==> src/rtl/mult_div_unit.sv <==
// Iterative 32x32 multiply/divide unit with HI/LO result registers and an
// mfhi/mflo write-back port. One bit per cycle, fixed latency.
module mult_div_unit (
  input  logic        clk,
  input  logic        rst_n,
  input  logic        start,
  input  logic [1:0]  op,
  input  logic [31:0] SrcA,
  input  logic [31:0] SrcB,
  input  logic        MoveReq,
  input  logic        MoveSel,
  input  logic [4:0]  MoveReg,
  output logic        busy,
  output logic        done,
  output logic        div_by_zero,
  output logic [31:0] HI,
  output logic [31:0] LO,
  output logic        stall,
  output logic        RegWrite,
  output logic [4:0]  WriteReg,
  output logic [31:0] WriteData
);

  typedef enum logic [2:0] {S_IDLE, S_PREP, S_RUN, S_FIX, S_DONE} state_t;

  state_t      r_state;
  logic [1:0]  r_op;
  logic [31:0] r_a, r_b;
  logic [31:0] r_ah, r_al;
  logic [4:0]  r_cnt;
  logic        r_neg_q, r_neg_r;
  logic [31:0] r_hi, r_lo;
  logic        r_done, r_dbz;
  logic        r_regwrite;
  logic [4:0]  r_wreg;
  logic [31:0] r_wdata;

  logic        w_signed, w_is_div;
  logic [31:0] w_mag_a, w_mag_b;
  logic [32:0] w_mul_sum;
  logic [32:0] w_div_sh;
  logic        w_div_ge;
  logic [31:0] w_div_rem;
  logic [31:0] w_ah_nx, w_al_nx;
  logic [63:0] w_prod, w_prod_neg;

  assign w_signed  = r_op[0];
  assign w_is_div  = r_op[1];
  assign w_mag_a   = (w_signed && r_a[31]) ? -r_a : r_a;
  assign w_mag_b   = (w_signed && r_b[31]) ? -r_b : r_b;

  // Multiply: r_ah accumulates, r_al holds the shifting multiplier.
  // Divide: r_ah is the partial remainder, r_al shifts dividend out and quotient in.
  assign w_mul_sum = {1'b0, r_ah} + (r_al[0] ? {1'b0, r_b} : 33'd0);
  assign w_div_sh  = {r_ah, r_al[31]};
  assign w_div_ge  = (w_div_sh >= {1'b0, r_b});
  assign w_div_rem = w_div_sh[31:0] - r_b;
  assign w_prod    = {r_ah, r_al};
  assign w_prod_neg = -w_prod;

  always_comb begin
    w_ah_nx = w_mul_sum[32:1];
    w_al_nx = {w_mul_sum[0], r_al[31:1]};
    if (w_is_div) begin
      w_ah_nx = w_div_ge ? w_div_rem : w_div_sh[31:0];
      w_al_nx = {r_al[30:0], w_div_ge};
    end
  end

  always_ff @(posedge clk or negedge rst_n) begin
    if (!rst_n) begin
      r_state    <= S_IDLE;
      r_op       <= 2'b00;
      r_a        <= '0;
      r_b        <= '0;
      r_ah       <= '0;
      r_al       <= '0;
      r_cnt      <= '0;
      r_neg_q    <= 1'b0;
      r_neg_r    <= 1'b0;
      r_hi       <= '0;
      r_lo       <= '0;
      r_done     <= 1'b0;
      r_dbz      <= 1'b0;
      r_regwrite <= 1'b0;
      r_wreg     <= '0;
      r_wdata    <= '0;
    end else begin
      r_done     <= 1'b0;
      r_dbz      <= 1'b0;
      r_regwrite <= 1'b0;
      // Moves only see HI/LO while no operation is in flight; $0 is never written.
      if (MoveReq && (r_state == S_IDLE || r_state == S_DONE)) begin
        r_regwrite <= (MoveReg != 5'd0);
        r_wreg     <= MoveReg;
        r_wdata    <= MoveSel ? r_hi : r_lo;
      end
      case (r_state)
        S_IDLE: begin
          if (start) begin
            r_op    <= op;
            r_a     <= SrcA;
            r_b     <= SrcB;
            r_state <= S_PREP;
          end
        end
        S_PREP: begin
          r_ah    <= '0;
          r_al    <= w_mag_a;
          r_b     <= w_mag_b;
          r_cnt   <= '0;
          r_neg_q <= w_signed & (r_a[31] ^ r_b[31]);
          r_neg_r <= w_signed & r_a[31];
          if (w_is_div && r_b == 32'd0) begin
            r_done  <= 1'b1;
            r_dbz   <= 1'b1;
            r_state <= S_DONE;
          end else begin
            r_state <= S_RUN;
          end
        end
        S_RUN: begin
          r_ah  <= w_ah_nx;
          r_al  <= w_al_nx;
          r_cnt <= r_cnt + 5'd1;
          if (r_cnt == 5'd31) r_state <= S_FIX;
        end
        S_FIX: begin
          if (w_is_div) begin
            r_lo <= r_neg_q ? -r_al : r_al;
            r_hi <= r_neg_r ? -r_ah : r_ah;
          end else begin
            {r_hi, r_lo} <= r_neg_q ? w_prod_neg : w_prod;
          end
          r_done  <= 1'b1;
          r_state <= S_DONE;
        end
        S_DONE:  r_state <= S_IDLE;
        default: r_state <= S_IDLE;
      endcase
    end
  end

  assign busy        = (r_state != S_IDLE);
  assign done        = r_done;
  assign div_by_zero = r_dbz;
  assign HI          = r_hi;
  assign LO          = r_lo;
  assign stall       = MoveReq && (r_state == S_PREP || r_state == S_RUN || r_state == S_FIX);
  assign RegWrite    = r_regwrite;
  assign WriteReg    = r_wreg;
  assign WriteData   = r_wdata;

endmodule

==> config.mk <==
export PLATFORM = sky130hd
export DESIGN_NAME = mult_div_unit
export DESIGN_NICKNAME = d
export VERILOG_FILES = /design/src/rtl/mult_div_unit.sv
export SDC_FILE = /design/constraint.sdc
export NUM_CORES = 1
export LEC_CHECK = 0
export CAP_MARGIN = 20
export CORE_UTILIZATION = 50
export DETAILED_ROUTE_END_ITERATION = 8
export PLACE_DENSITY = 0.71
export SLEW_MARGIN = 25
export SYNTH_ARGS = -nofsm -noshare
export SYNTH_HDL_FRONTEND = slang
export SYNTH_SLANG_ARGS = --single-unit
export TNS_END_PERCENT = 5
==> constraint.sdc <==
create_clock -name clk -period 3.3 [get_ports clk]
set_input_delay 0.825 -clock clk [delete_from_list [all_inputs] [get_ports clk]]
set_output_delay 0.825 -clock clk [all_outputs]
set_load 0.01 [all_outputs]
==> Yosys cells after proc, flatten, opt, wreduce, memory -nomap -nowiden <==
Cells that the tools add are included.
{ "totals": {"n_memories": 0, "in_bits": 76, "latch_bits": 0, "ramBits": 0, "out_inout_bits": 106, "reg_bits": 244, "romBits": 0, "wordCells": 78} }
{ "classes": {"bitwise_logic": 3, "div": 0, "n_lt_le_gt_ge": 1, "n_reduce_logical": 17, "mul": 0, "n_shift": 0, "mux": 25, "n_eq_ne": 8, "add_sub_neg": 8} }
{ "ops": {"columns": ["op", "count"], "rows": [
  ["32-bit 2-to-1 mux", 12],
  ["32-bit one-hot mux with 2 select lines", 3],
  ["32-bit negator", 4],
  ["64-bit 2-to-1 mux", 1],
  ["64-bit negator", 1],
  ["32-bit by 32-bit adder with 33-bit output", 1],
  ["33-bit by 32-bit greater-or-equal comparator with 1-bit output", 1],
  ["32-bit zero test", 1],
  ["32-bit subtractor", 1],
  ["3-bit one-hot mux with 4 select lines", 1],
  ["5-bit one-hot mux with 2 select lines", 1],
  ["3-bit 2-to-1 mux", 3],
  ["3-bit by 2-bit equality test with 1-bit output, second input constant", 2],
  ["2-bit != test, second input constant", 3],
  ["5-bit by 1-bit adder with 5-bit output, second input constant", 1],
  ["5-bit equality test, second input constant", 1],
  ["1-bit logical AND", 5],
  ["5-bit nonzero test", 1],
  ["2-bit AND reduction", 2],
  ["2-bit nonzero test", 2],
  ["3-bit by 1-bit equality test with 1-bit output, second input constant", 1],
  ["3-bit equality test, second input constant", 1],
  ["3-bit zero test", 1],
  ["1-bit logical OR", 3],
  ["other kinds (6)", 9]
]} }

==> Logic depth before layout (Yosys ltp) <==
{ "depth": {"ltp_word": 4, "depth_mapped": 16, "ltp_nobuf": 15} }

==> Worst setup path after synthesis <==
No wires, ideal clock.
{ "synth_path": {"path_type": "register -> register", "start": "register r_al[0]", "end": "register r_ah[23]", "period_less_slack_ns": 3.437, "slack_ns": -0.137, "path_stages_with_launch": 15, "n_path_buf": 1, "setup_time_ns": 0.139, "required_time_ns": 3.161, "t_arrival_ns": 3.298, "cell_sequence": "dfrtp_1 > clkinv_1 > clkbuf_1 > nor2_1 > ha_1 > a21o_1 > or3_1 > o221a_2 > a211oi_1 > nor2_1 > a221o_1 > a221o_1 > a21oi_1 > xor2_1 > o221ai_1"} }
{ "synth_via": {"elab_chain_len": 4} }
{ "synth_rtl": {"columns": ["element", "line", "text"], "rows": [
  ["from (decl)", "29", "logic [31:0] r_ah, r_al;"],
  ["from (signal assigned)", "109", "r_al <= w_mag_a;"],
  ["from (signal assigned)", "124", "r_al <= w_al_nx;"],
  ["32-bit 2-to-1 mux", "54", "assign w_mul_sum = {1'b0, r_ah} + (r_al[0] ? {1'b0, r_b} : 33'd0);"],
  ["32-bit by 32-bit adder with 33-bit output", "54", null],
  ["32-bit 2-to-1 mux", "64", "if (w_is_div) begin"],
  ["32-bit one-hot mux with 2 select lines", "98", "case (r_state)"],
  ["to (signal assigned)", "123", "r_ah <= w_ah_nx;"],
  ["to (decl)", "29", null]
]} }
No other way between the ends.
A chain may end at the register's enable or synchronous reset.

==> Worst setup path after layout <==
{ "layout_path": {"start": "register r_b[0]", "end": "register r_b[31]"} }
{ "layout_via": {"elab_chain_len": 3} }
{ "layout_rtl": {"columns": ["element", "line", "text"], "rows": [
  ["from (decl)", "28", "logic [31:0] r_a, r_b;"],
  ["from (signal assigned)", "103", "r_b <= SrcB;"],
  ["from (signal assigned)", "110", "r_b <= w_mag_b;"],
  ["32-bit negator", "50", "assign w_mag_b = (w_signed && r_b[31]) ? -r_b : r_b;"],
  ["32-bit 2-to-1 mux", "50", null],
  ["32-bit one-hot mux with 2 select lines", "98", null]
]} }
No other way between the ends. The select of a mux whose other input is x is not followed.

==> reports/summary.txt <==
Period utilisation layout = 104%
Cells after Synth = 1972
Largest cells by area after synthesis = dfrtp_1, o21ai_0, ha_1
Crit-path cells = buf_6 > or3_4 > or3_4 > or3_4 > or3_4 > or3_4 > nor3_4 > nand3_2 > nor3_4 > a21oi_1 > a2bb2oi_4
ANT cells = 0
WP buf/inv = 1
Detailed Route Iter0 Violations = 1508
Count leader, synth = dfrtp_1
Largest net degree at the start of global routing = 129
Slowest CP cell = dfrtp_1
Chip height = 185 um
Max cap viols = 0
Final setup viols = 10
Die Wd = 185 um
Hold Crit Class = input pin to async pin
CP Max Fanout = 4
Slew margin rel. = 33.5%
WL/cell = 20.6 um
WP data arrival = 3.83 ns
Final slew viol count = 0
Via count = 16742
NumNets Final = 2479
Post-synth EDFFs = 0
Yosys reg bits = 244
Post-Synthesis Cell Area = 16700 um^2
Reg2reg start = r_b[0]
Startpoint types = flop
Syn. warnings = 0
Initial Util = 51.0%
CTS buffer count = 28
DR DRC count = 0
Yosys top cell by area = dfrtp_1
DRT Pass-1 Iters = 6
Fmax = 0.292 GHz
Most used cell, CP = or3_4
Fraction of layout cells with a size suffix above 1 = 18.4%
WHS = 0.219 ns
Required @ worst endpoint = 3.70 ns
GRT Total Usage = 33.9%
Power density cells = 1180 nW/um^2
Skew-Pair Late Insertion Delay = 0.58 ns
Avg Cell Area, Syn = 8.46 um^2
Peak supply drop = 0.904 mV
Status = complete, but fails checks
Syn Nets = 2120
CTS root buf = clkbuf_16
CTS tree = done
Failing checks = setup timing
Final setup margin = -0.125 ns
Inst Count DP = 2733
CTS sink cnt = 244
Vias/cell = 6.00
Reg2Reg Depth = 11
CP Class = flop to flop
Post-Layout Cell Count = 2792
Initial antenna violation count = 0
Dpl hpwl = 43500 um
Routability cong. = 0.989
Ports = 182
Max H-tree Level = 1
Core Box Area = 32700 um^2
Most frequent cells after synthesis = dfrtp_1, nand2_1, o21ai_0
Clock slew at reported path FFs = 0.06 ns
RSZ-0062 raised after global routing = yes
Hold Vio Cnt, Final = 0
Grt ovf = 0
Vias in the first global route = 16301
Buffers added on ports = 181
Seq/Total Area, Yosys = 36.6%
Area Growth Syn to Fin = 31.7%
First-pass GRT wire length = 90000 um
Row count = 66
Delay-heaviest family, CP = simple AND/OR/NAND/NOR gates
Tmin final = 3.43 ns
Post-route clock skew = 0.0385 ns
Leakage = 9.77 nW
CP peak stage delay = 0.39 ns
CP endpoint kind = flop
Least-Margin Pin Slew = 0.998 ns
Clock Path Buffers = 3
Ys flop type = dfrtp_1
Post-Route WL = 57500 um
R2r endpoint = r_b[31]
Asr flop ratio synth = 100%
Number of distinct library cells after synthesis = 76
Die Area = 34100 um^2
DRT antenna net count = 0
Share of the synthesized area in the top cell type = 36.6%
CTS Hold Bufs = 0
Setup slack, reg-to-reg = -0.13 ns
Final setup TNS = -0.794 ns
-- repair_timing --
item / in CTS / in global routing
pin swaps: 9 / 14
resized for setup: 24 / 41
endpoints found under the setup margin: 20 / 56
setup buffers: 5 / 5
-- where the power goes --
part / switching, mW / total [mW] / internal (mW) / leakage (nW)
Combinational: 9.34 / 16.8 / 7.45 / 6.30
Clock: 1.31 / 3.26 / 1.95 / 0.471
Sequential: 1.42 / 5.83 / 4.41 / 3.00
Total: 12.1 / 25.9 / 13.8 / 9.77
-- flip-flops by register name (all words and copies together) (netlist names), 5 cells and up --
name       count
WriteReg       5
LO            32
HI            32
WriteData     32
r_b           32
r_cnt          5
r_a           32
r_al          32
r_ah          32
-- routing by layer --
layer	part of all wire (%)	global-route usage, %
met5	0	0
met4	3.1	11.2
met3	7.6	4.92
met2	45	52.8
met1	45	48.3
-- area by class of cell --
class,count,area [um^2]
Clock buffer,40,816
Clock inverter,9,148
Fill cell,2690,10700
Inverter,55,216
Multi-Input combinational cell,1551,10200
Sequential cell,244,6110
Tap cell,442,553
Timing Repair Buffer,451,3920
-- layout by cell type (no fill, tap or decap), types with 10 or more instances in the layout --
| master | n |
|---|---|
| a211oi_1 | 16 |
| a21o_1 | 35 |
| a21oi_1 | 154 |
| a22oi_1 | 18 |
| a31oi_1 | 24 |
| and3_1 | 11 |
| buf_4 | 262 |
| clkbuf_16 | 28 |
| clkdlybuf4s50_1 | 179 |
| dfrtp_1 | 243 |
| ha_1 | 69 |
| inv_1 | 52 |
| mux2_2 | 39 |
| mux2i_1 | 68 |
| nand2_1 | 226 |
| nand2b_1 | 12 |
| nand3_1 | 42 |
| nand4_1 | 14 |
| nor2_1 | 159 |
| nor3_1 | 31 |
| nor4_1 | 11 |
| o211ai_1 | 39 |
| o21a_1 | 10 |
| o21ai_0 | 210 |
| o21bai_1 | 10 |
| o22ai_1 | 15 |
| o31ai_1 | 16 |
| or3_1 | 21 |
| or4_1 | 10 |
| xnor2_1 | 54 |
| xor2_1 | 84 |
-- logic make-up after synthesis --
family	after synthesis	synth area share, %
AOI/OAI and AO/OA	631	23.0
xor gates and xnor gates	140	7.35
adders and majority gates	72	5.49
buffers and inverters	177	4.12
DFF	244	36.6
muxes	107	6.71
and+or+nand+nor	601	16.8
-- per-stage QoR --
stage	util, %	cell area (um^2)	worst slack, ns	power (mW)
global route	67.2	22000	-0.265	27.6
finish	67.2	22000	-0.125	25.9
global placement	63.1	20600	-0.340	21.5
detailed placement	63.1	20600	-0.324	21.8
floorplan	-	16700	0.00458	14.8
CTS	66.4	21700	-0.167	25.3
-- worst max-delay path by stage --
stage | from | endpoint | cells past startpoint
3_3_place_gp | r_b[0] | done | 13
4_1_cts | r_b[0] | r_state[2] | 13
6_report | r_b[0] | r_b[31] | 11
3_5_place_dp | r_b[0] | r_state[2] | 13
5_1_grt | r_al[31] | r_ah[30] | 15
2_1_floorplan | r_al[0] | r_ah[23] | 14
Note: power is estimated with default switching activity, not from simulation.
